[src/rtl/food_tracker.sv]
// food_tracker: latches candidate food coordinates from the food generator,
// tests them against the snake head once per game frame, keeps a two-digit
// BCD score, and requests a new candidate on a hit. A candidate that lands on
// the head is re-rolled up to MAX_RETRY times before being committed.
//
// Ports:
//   VGA_clk     - sole clock, rising edge
//   reset       - synchronous, active-high
//   frame_tick  - one-cycle pulse per game step (only honoured in ACTIVE)
//   head_X/Y    - snake head position in pixels
//   rand_X/Y    - candidate food position from the generator
//   update      - request to the generator (held UPD_HIGH cycles)
//   food_X/Y    - committed food position
//   food_valid  - food placed and drawable
//   ate         - one-cycle pulse on a hit
//   score       - BCD score, [7:4] tens, [3:0] ones
module food_tracker #(
  parameter int unsigned FOOD_SIZE = 10,
  parameter int unsigned UPD_HIGH  = 2,
  parameter int unsigned SETTLE    = 2,
  parameter int unsigned MAX_RETRY = 3
) (
  input  logic       VGA_clk,
  input  logic       reset,
  input  logic       frame_tick,
  input  logic [9:0] head_X,
  input  logic [8:0] head_Y,
  input  logic [9:0] rand_X,
  input  logic [8:0] rand_Y,
  output logic       update,
  output logic [9:0] food_X,
  output logic [8:0] food_Y,
  output logic       food_valid,
  output logic       ate,
  output logic [7:0] score
);

  localparam int unsigned CNT_MAX = (UPD_HIGH > SETTLE) ? UPD_HIGH : SETTLE;
  localparam int unsigned CW      = $clog2(CNT_MAX + 1);
  localparam int unsigned RW      = (MAX_RETRY < 1) ? 1 : $clog2(MAX_RETRY + 1);

  typedef enum logic [1:0] {
    SPAWN  = 2'd0,
    ACTIVE = 2'd1,
    REQ    = 2'd2,
    WAIT   = 2'd3
  } state_t;

  state_t          r_state, w_state_n;
  logic [CW-1:0]   r_cnt, w_cnt_n;
  logic [RW-1:0]   r_retry, w_retry_n;
  logic            r_update, w_update_n;
  logic            r_ate, w_ate_n;
  logic            r_food_valid, w_food_valid_n;
  logic [9:0]      r_food_x, w_food_x_n;
  logic [8:0]      r_food_y, w_food_y_n;
  logic [7:0]      r_score, w_score_n;
  logic            w_spawn_hit, w_active_hit;
  logic [7:0]      w_score_inc;

  // |a-b| < FOOD_SIZE on 10-bit x coordinates, using an 11-bit difference
  function automatic logic near_x(input logic [9:0] a, input logic [9:0] b);
    logic [10:0] d;
    logic [10:0] m;
    d = {1'b0, a} - {1'b0, b};
    m = d[10] ? (~d + 11'd1) : d;
    return m < 11'(FOOD_SIZE);
  endfunction

  // |a-b| < FOOD_SIZE on 9-bit y coordinates, using a 10-bit difference
  function automatic logic near_y(input logic [8:0] a, input logic [8:0] b);
    logic [9:0] d;
    logic [9:0] m;
    d = {1'b0, a} - {1'b0, b};
    m = d[9] ? (~d + 10'd1) : d;
    return m < 10'(FOOD_SIZE);
  endfunction

  assign w_spawn_hit  = near_x(head_X, rand_X) && near_y(head_Y, rand_Y);
  assign w_active_hit = near_x(head_X, r_food_x) && near_y(head_Y, r_food_y);

  // BCD increment saturating at 99
  always_comb begin
    w_score_inc = r_score;
    if (r_score != 8'h99) begin
      if (r_score[3:0] == 4'd9) w_score_inc = {r_score[7:4] + 4'd1, 4'd0};
      else                      w_score_inc = {r_score[7:4], r_score[3:0] + 4'd1};
    end
  end

  // Next-state and next-output logic
  always_comb begin
    w_state_n      = r_state;
    w_cnt_n        = r_cnt;
    w_retry_n      = r_retry;
    w_update_n     = r_update;
    w_ate_n        = 1'b0;
    w_food_valid_n = r_food_valid;
    w_food_x_n     = r_food_x;
    w_food_y_n     = r_food_y;
    w_score_n      = r_score;
    case (r_state)
      SPAWN: begin
        if (w_spawn_hit && (r_retry < RW'(MAX_RETRY))) begin
          w_retry_n  = r_retry + RW'(1);
          w_update_n = 1'b1;
          w_cnt_n    = CW'(UPD_HIGH - 1);
          w_state_n  = REQ;
        end else begin
          w_food_x_n     = rand_X;
          w_food_y_n     = rand_Y;
          w_food_valid_n = 1'b1;
          w_retry_n      = '0;
          w_state_n      = ACTIVE;
        end
      end
      ACTIVE: begin
        if (frame_tick && w_active_hit) begin
          w_ate_n        = 1'b1;
          w_food_valid_n = 1'b0;
          w_score_n      = w_score_inc;
          w_update_n     = 1'b1;
          w_cnt_n        = CW'(UPD_HIGH - 1);
          w_state_n      = REQ;
        end
      end
      REQ: begin
        if (r_cnt == '0) begin
          w_update_n = 1'b0;
          w_cnt_n    = CW'(SETTLE - 1);
          w_state_n  = WAIT;
        end else begin
          w_cnt_n = r_cnt - CW'(1);
        end
      end
      WAIT: begin
        w_update_n = 1'b0;
        if (r_cnt == '0) w_state_n = SPAWN;
        else             w_cnt_n   = r_cnt - CW'(1);
      end
      default: w_state_n = SPAWN;
    endcase
  end

  // State and output registers
  always_ff @(posedge VGA_clk) begin
    if (reset) begin
      r_state      <= SPAWN;
      r_cnt        <= '0;
      r_retry      <= '0;
      r_update     <= 1'b0;
      r_ate        <= 1'b0;
      r_food_valid <= 1'b0;
      r_food_x     <= '0;
      r_food_y     <= '0;
      r_score      <= 8'h00;
    end else begin
      r_state      <= w_state_n;
      r_cnt        <= w_cnt_n;
      r_retry      <= w_retry_n;
      r_update     <= w_update_n;
      r_ate        <= w_ate_n;
      r_food_valid <= w_food_valid_n;
      r_food_x     <= w_food_x_n;
      r_food_y     <= w_food_y_n;
      r_score      <= w_score_n;
    end
  end

  assign update     = r_update;
  assign ate        = r_ate;
  assign food_valid = r_food_valid;
  assign food_X     = r_food_x;
  assign food_Y     = r_food_y;
  assign score      = r_score;

endmodule

[config.mk]
export PLATFORM = sky130hd
export DESIGN_NAME = food_tracker
export DESIGN_NICKNAME = d
export VERILOG_FILES = /design/src/rtl/food_tracker.sv
export SDC_FILE = /design/constraint.sdc
export NUM_CORES = 1
export LEC_CHECK = 0
export CORE_MARGIN = 2
export CORE_UTILIZATION = 50
export DETAILED_ROUTE_END_ITERATION = 10
export GPL_ROUTABILITY_DRIVEN = 0
export GPL_TIMING_DRIVEN = 1
export PLACE_DENSITY = 0.89
export SLEW_MARGIN = 40
export SYNTH_ARGS = -nofsm -noshare
export SYNTH_HDL_FRONTEND = slang
export SYNTH_SLANG_ARGS = --single-unit
[constraint.sdc]
create_clock -name VGA_clk -period 4.3 [get_ports VGA_clk]
set_input_delay 0.86 -clock VGA_clk [delete_from_list [all_inputs] [get_ports VGA_clk]]
set_output_delay 0.86 -clock VGA_clk [all_outputs]
set_load 0.05 [all_outputs]
# Yosys cells after proc, flatten, opt, wreduce, memory -nomap -nowiden
# Index checks and enable logic that the tools add are counted.
dict set report op_classes {
  n_eq_ne 11
  order_cmp 5
  n_bitwise 6
  addsub 12
  muxes 24
  reduce_logical 15
}
# op n
set ops {}
lappend ops {{adder 11 x 1 -> 11 bit, second input constant} 2}
lappend ops {{less-than comparator 11 x 4 -> 1 bit, second input constant} 2}
lappend ops {{two-way mux 11 bit} 2}
lappend ops {{inverter 11 bit} 2}
lappend ops {{subtractor 10 x 10 -> 11 bit} 2}
lappend ops {{adder 10 x 1 -> 10 bit, second input constant} 2}
lappend ops {{less-than comparator 10 x 4 -> 1 bit, second input constant} 2}
lappend ops {{two-way mux 10 bit} 2}
lappend ops {{inverter 10 bit} 2}
lappend ops {{subtractor 9 x 9 -> 10 bit} 2}
lappend ops {{two-way mux 2 bit} 9}
lappend ops {{case mux 2 bit (4 select lines)} 2}
lappend ops {{AND reduction 3 bit} 5}
lappend ops {{!= test 2 bit, second input constant} 6}
lappend ops {{adder 4 x 1 -> 4 bit, second input constant} 2}
lappend ops {{!= test 8 bit, second input constant} 1}
lappend ops {{two-way mux 1 bit} 6}
lappend ops {{== test 2 bit, second input constant} 2}
lappend ops {{== test 4 bit, second input constant} 1}
lappend ops {{logical AND 1 bit} 4}
lappend ops {{logical NOT 2 bit} 2}
lappend ops {{two-way mux 4 bit} 1}
lappend ops {{case mux 1 bit (4 select lines)} 1}
lappend ops {{AND reduction 4 bit} 1}
lappend ops {{9 further kinds} 10}
dict set report word_totals {
  out_inout_bits 30
  register_bits 36
  in_bits 41
}

# Logic depth before layout (Yosys ltp)
dict set report depth {
  depth_word 9
  ltp_mapped 16
  ltp_nobuf 15
}

# Worst setup path before layout
# No wires, ideal clock.
dict set report synth_path {
  kind {input to register}
  startpoint {input port head_Y[0]}
  endpoint {register r_cnt[1]}
  t_arrival_ns 3.981
  setup_time_ns 0.086
  cell_stages 14
  slack_ns 0.232
  path_buffers 0
  cell_sequence {inv_1 -> ha_1 -> inv_1 -> fa_1 -> a211oi_2 -> nor2_1 -> xor2_2 -> or4_1 -> a211o_1 -> a221oi_4 -> o2111ai_4 -> o21ai_2 -> nand3_1 -> a221oi_2}
}
dict set report synth_between {
  elab_chain_len 9
  elab_cells_between_ends 17
  cone_classes {4 x add/sub; 2 x order compare; 2 x eq/ne; 2 x mux; 2 x bitwise; 5 x reduce/logical}
}
# item line
set synth_rtl {}
lappend synth_rtl {{start, declared} 27} ;# input logic [8:0] head_Y,
lappend synth_rtl {{subtractor 9 x 9 -> 10 bit} 74} ;# d = {1'b0, a} - {1'b0, b};
lappend synth_rtl {{inverter 10 bit} 75} ;# m = d[9] ? (~d + 10'd1) : d;
lappend synth_rtl {{adder 10 x 1 -> 10 bit} 75}
lappend synth_rtl {{two-way mux 10 bit} 75}
lappend synth_rtl {{less-than comparator 10 x 4 -> 1 bit} 76} ;# return m < 10'(FOOD_SIZE);
lappend synth_rtl {{logical AND 1 bit (on tied branches)} {79, 80}}
lappend synth_rtl {{logical AND 1 bit (on tied branches)} {104, 118}}
lappend synth_rtl {{!= test 2 bit (no source line)} -}
lappend synth_rtl {{AND reduction 3 bit (no source line) *} -}
lappend synth_rtl {{end signal, assigned} 159} ;# r_cnt <= w_cnt_n;
lappend synth_rtl {{end, declared} 50} ;# logic [CW-1:0] r_cnt, w_cnt_n;
# Every way passes the cells marked *; elsewhere a longest branch is shown, timed or not.
# A chain may end at the register's enable or synchronous reset.

# Worst setup path in the final report
dict set report layout_path {
  startpoint {input port head_Y[2]}
  endpoint {register r_cnt[0]}
}
# The elaborated chain is that of the path after synthesis.

==> impl_results.md <==
* Sink Count at 36
* Final hold vios at 0
* P_int at about 1600 uW
* Initial Util at 0.5120
* Slowest cell on the critical path: clkdlybuf4s50_1
* DR iter-0 viols at between 400 and 500
* Die span in x at between 90 and 100 microns
* Synth async-reset ratio at 0
* CTS tree: done
* Post-synth EDFFs at 0
* Fmax at around 240 MHz
* Nets at between 800 and 900
* Synth top area share at 0.1630
* CP max stage delay at roughly 0.54 ns
* Crit-path cells: clkdlybuf4s50_1 -> ha_4 -> a211oi_4 -> nor2_2 -> xor2_2 -> or4_4 -> a211o_1 -> a221oi_4 -> o2111ai_4 -> buf_6 -> o21ai_4 -> a311oi_2 -> a41o_1
* Antenna cells at 0
* Final-report max-slew violation count at 0
* Most common cell after layout, fill and taps aside: buf_4
* PwrDens at ~480 nW/um^2
* Antenna-violating nets left at 0
* Fraction of layout cells with a size suffix above 1 at 0.2405
* Max_slew headroom at 0.5963
* Min Tclk post-route at 4.220 ns
* Worst setup margin at between 0.07 and 0.08 ns
* Ys Warns at 0
* Die footprint at 9612 sq um
* Arrival @ worst endpoint at roughly 4.4 ns
* CTS Hold Bufs at 0
* Clock power frac at 0.089
* Crit Path Category: in -> reg
* Fill count at 571
* CP delay by family, top: compound AO/OA/AOI/OAI gates
* Initial antenna violation count at 0
* Dpl ws at -0.4159 ns
* Sw Share at 0.4895
* Worst setup EP type: flop
* I/O pin total at 71
* Total CTS buffers at 5
* 1st-pass router iterations at 8
* DR DRC count at 0
* Startpoint Class: input port
* Die height at slightly below 100 microns
* Hold Worst Slack at roughly 0.49 ns
* Number of core rows at 34
* Vias in the first global route at 4,981
* Cell Area, Synth at around 4400 sq um
* IO buf count at 70
* Sequential share of power at 0.150
* Fraction of the yosys area taken by sequential cells at 0.1630
* Via/cell ratio at about 6.5
* Top FF cell, synth: dfxtp_1
* Clock Skews at roughly 0.014 ns
* Worst-Margin Slew at slightly above 0.6 ns
* Largest net degree at the start of global routing at 23
* Post-Syn Nets at 658
* Req. time, crit path at ~4.5 ns
* Maximum clock insertion buffer count at 2
* Top cells by area, synth: dfxtp_1 (16%), ha_1 (15%), mux2i_1 (5.4%), inv_1 (5.1%), a21oi_1 (4.4%)
* Via count at approximately 5.3k
* P&R area growth vs syn at 44.11%
* Overall Power at 3051 uW
* Mean Syn Cell Area at around 7.9 sq um
* Gr usage total at 0.2721
* Max cap viols at 0
* CP max FO at 5
* Bufs and invs on worst path at 2
* Clk_lat worst skew at a little over 0.3 ns
* Commonest cells after routing, fill and taps aside: buf_4 (73), clkdlybuf4s50_1 (64), inv_1 (55)
* Leak at between 0.002 and 0.003 uW
* NetSw at 1493 uW
* Distinct cells, synth at between 70 and 80
* Clock-pin transition on the worst setup and hold timing paths at around 0.10 ns
* Seq cells post-synth at 36
* Worst hold path type: reg -> reg
* First-pass GRT wire length at 22,000 microns
* Core area at roughly 8600 sq um
* Clk Tree Root Cell: clkbuf_8
* WL final at around 16,000 microns
* H-tree Lvls at 2
* Gate power share at 0.761
* Maximum VDD drop at around 0.30 mV
* Wire per inst at 19.73 microns
* DP HPWL at about 10,000 microns
* Finish-stage setup viols at 0
* Mapped Cells at ~560
* GR Overflow Total at 0
* Final Cycle Share at 0.9814
* Outcome: completed
* Synth area leader: dfxtp_1
[registers in the layout, indices dropped and copies added, names as in the netlist]
register / flops
food_X: 10
food_Y: 9
score: 8
r_cnt: 2
r_retry: 2
r_state: 2
ate: 1
food_valid: 1
update: 1
[path summary, 6_finish.rpt]
| check | from | to | slack, ns | depth (start not counted) |
|---|---|---|---|---|
| max | head_Y[2] | r_cnt[0]$_SDFFE_PP0P_ | 0.08 | 13 |
| min | food_valid$_SDFFE_PP0P_ | food_valid$_SDFFE_PP0P_ | 0.49 | 2 |
| max reg2reg | food_Y[0]$_SDFFE_PP0P_ | r_cnt[0]$_SDFFE_PP0P_ | 0.35 | 15 |
| min reg2reg | food_valid$_SDFFE_PP0P_ | food_valid$_SDFFE_PP0P_ | 0.49 | 2 |
[logic make-up (layout without fill, tap and decap cells)]
| logic type | count (synthesis) | count (layout) | synth area share |
|---|---|---|---|
| and+or+nand+nor | 165 | 165 | 0.1907 |
| muxes | 29 | 29 | 0.06706 |
| DFF | 36 | 36 | 0.1630 |
| adders and majority gates | 56 | 56 | 0.1653 |
| xor gates and xnor gates | 35 | 35 | 0.07103 |
| AOI/OAI and AO/OA | 163 | 163 | 0.2728 |
| buffers and inverters | 77 | 223 | 0.07018 |
[layer usage]
| layer | track usage | vias to the layer above | part of all wire |
|---|---|---|---|
| met5 | 0 | - | 0 |
| met4 | 0.1335 | 0 | 0.064 |
| met3 | 0.04653 | 112 | 0.079 |
| met2 | 0.5058 | 347 | 0.50 |
| met1 | 0.2960 | 2448 | 0.36 |
| li1 | - | 2353 | - |
[stage by stage]
stage	instance area (sq um)	instances	setup TNS, ns	util
detailed placement	5680	787	-10.72	0.6578
global route	6372	815	-0.2472	0.7379
CTS	5901	802	0	0.6833
finish	6372	815	0	0.7379
global placement	5685	787	-6.422	0.6584
floorplan	4422	561	0	-
[worst min-delay path, cell delays in order, from the launching register on]
cell and delay (ns):
dfxtp_1 0.33, nand2_1 0.06, o32ai_1 0.06
[repair_timing]
action | CTS | global route
endpoints found under the hold margin | 0 | 0
buffers inserted | 6 | 12
pin swaps | 10 | 37
resized for setup | 17 | 78
endpoints found under the setup margin | 24 | 35
gates cloned | 1 | 2
[cells in the mapped netlist, types with 3 or more instances]
cell       instances
dfxtp_1           36
mux2_2             5
a31oi_1            5
buf_4              3
a31o_1             3
a211o_1            6
a21oi_1           39
nand2_1           25
ha_1              52
fa_1               4
nor4_1             3
nand3_1           18
and2_1             4
o2111ai_1          3
or4_1              3
nor2_1            48
clkbuf_1          11
inv_1             60
nand2b_1          12
nor2b_1            3
and3_1             9
o21a_1             4
a21o_1            15
mux2i_1           24
a2111oi_0          6
o41ai_1            3
a41oi_1            3
o21ai_0           14
nand4_1            9
xnor2_1           20
a211oi_1           7
or3_1              6
nor3_1            12
a311oi_1           5
o211ai_1           9
nand3b_1           5
o21ai_1            7
xor2_1            14
[power groups by stage]
stage / combinational, uW / sequential (uW) / clock, uW
6_report: 2320 / 459 / 272
5_1_grt: 2440 / 464 / 281
4_1_cts: 1900 / 453 / 264
3_5_place_dp: 1830 / 459 / 0
3_3_place_gp: 1740 / 457 / 0
2_1_floorplan: 1060 / 621 / 0
[cell type report]
class / count / area [sq um] / area share
multi-input combinational: 448 / 3757 / 0.5896
timing repair buffer: 155 / 1446 / 0.2270
sequential: 36 / 720.7 / 0.1131
inverter: 60 / 225.2 / 0.03534
tap: 108 / 135.1 / 0.02121
clock buffer: 5 / 68.82 / 0.01080
clock inverter: 3 / 18.77 / 0.002945
Power figures use the tool's default switching activity.
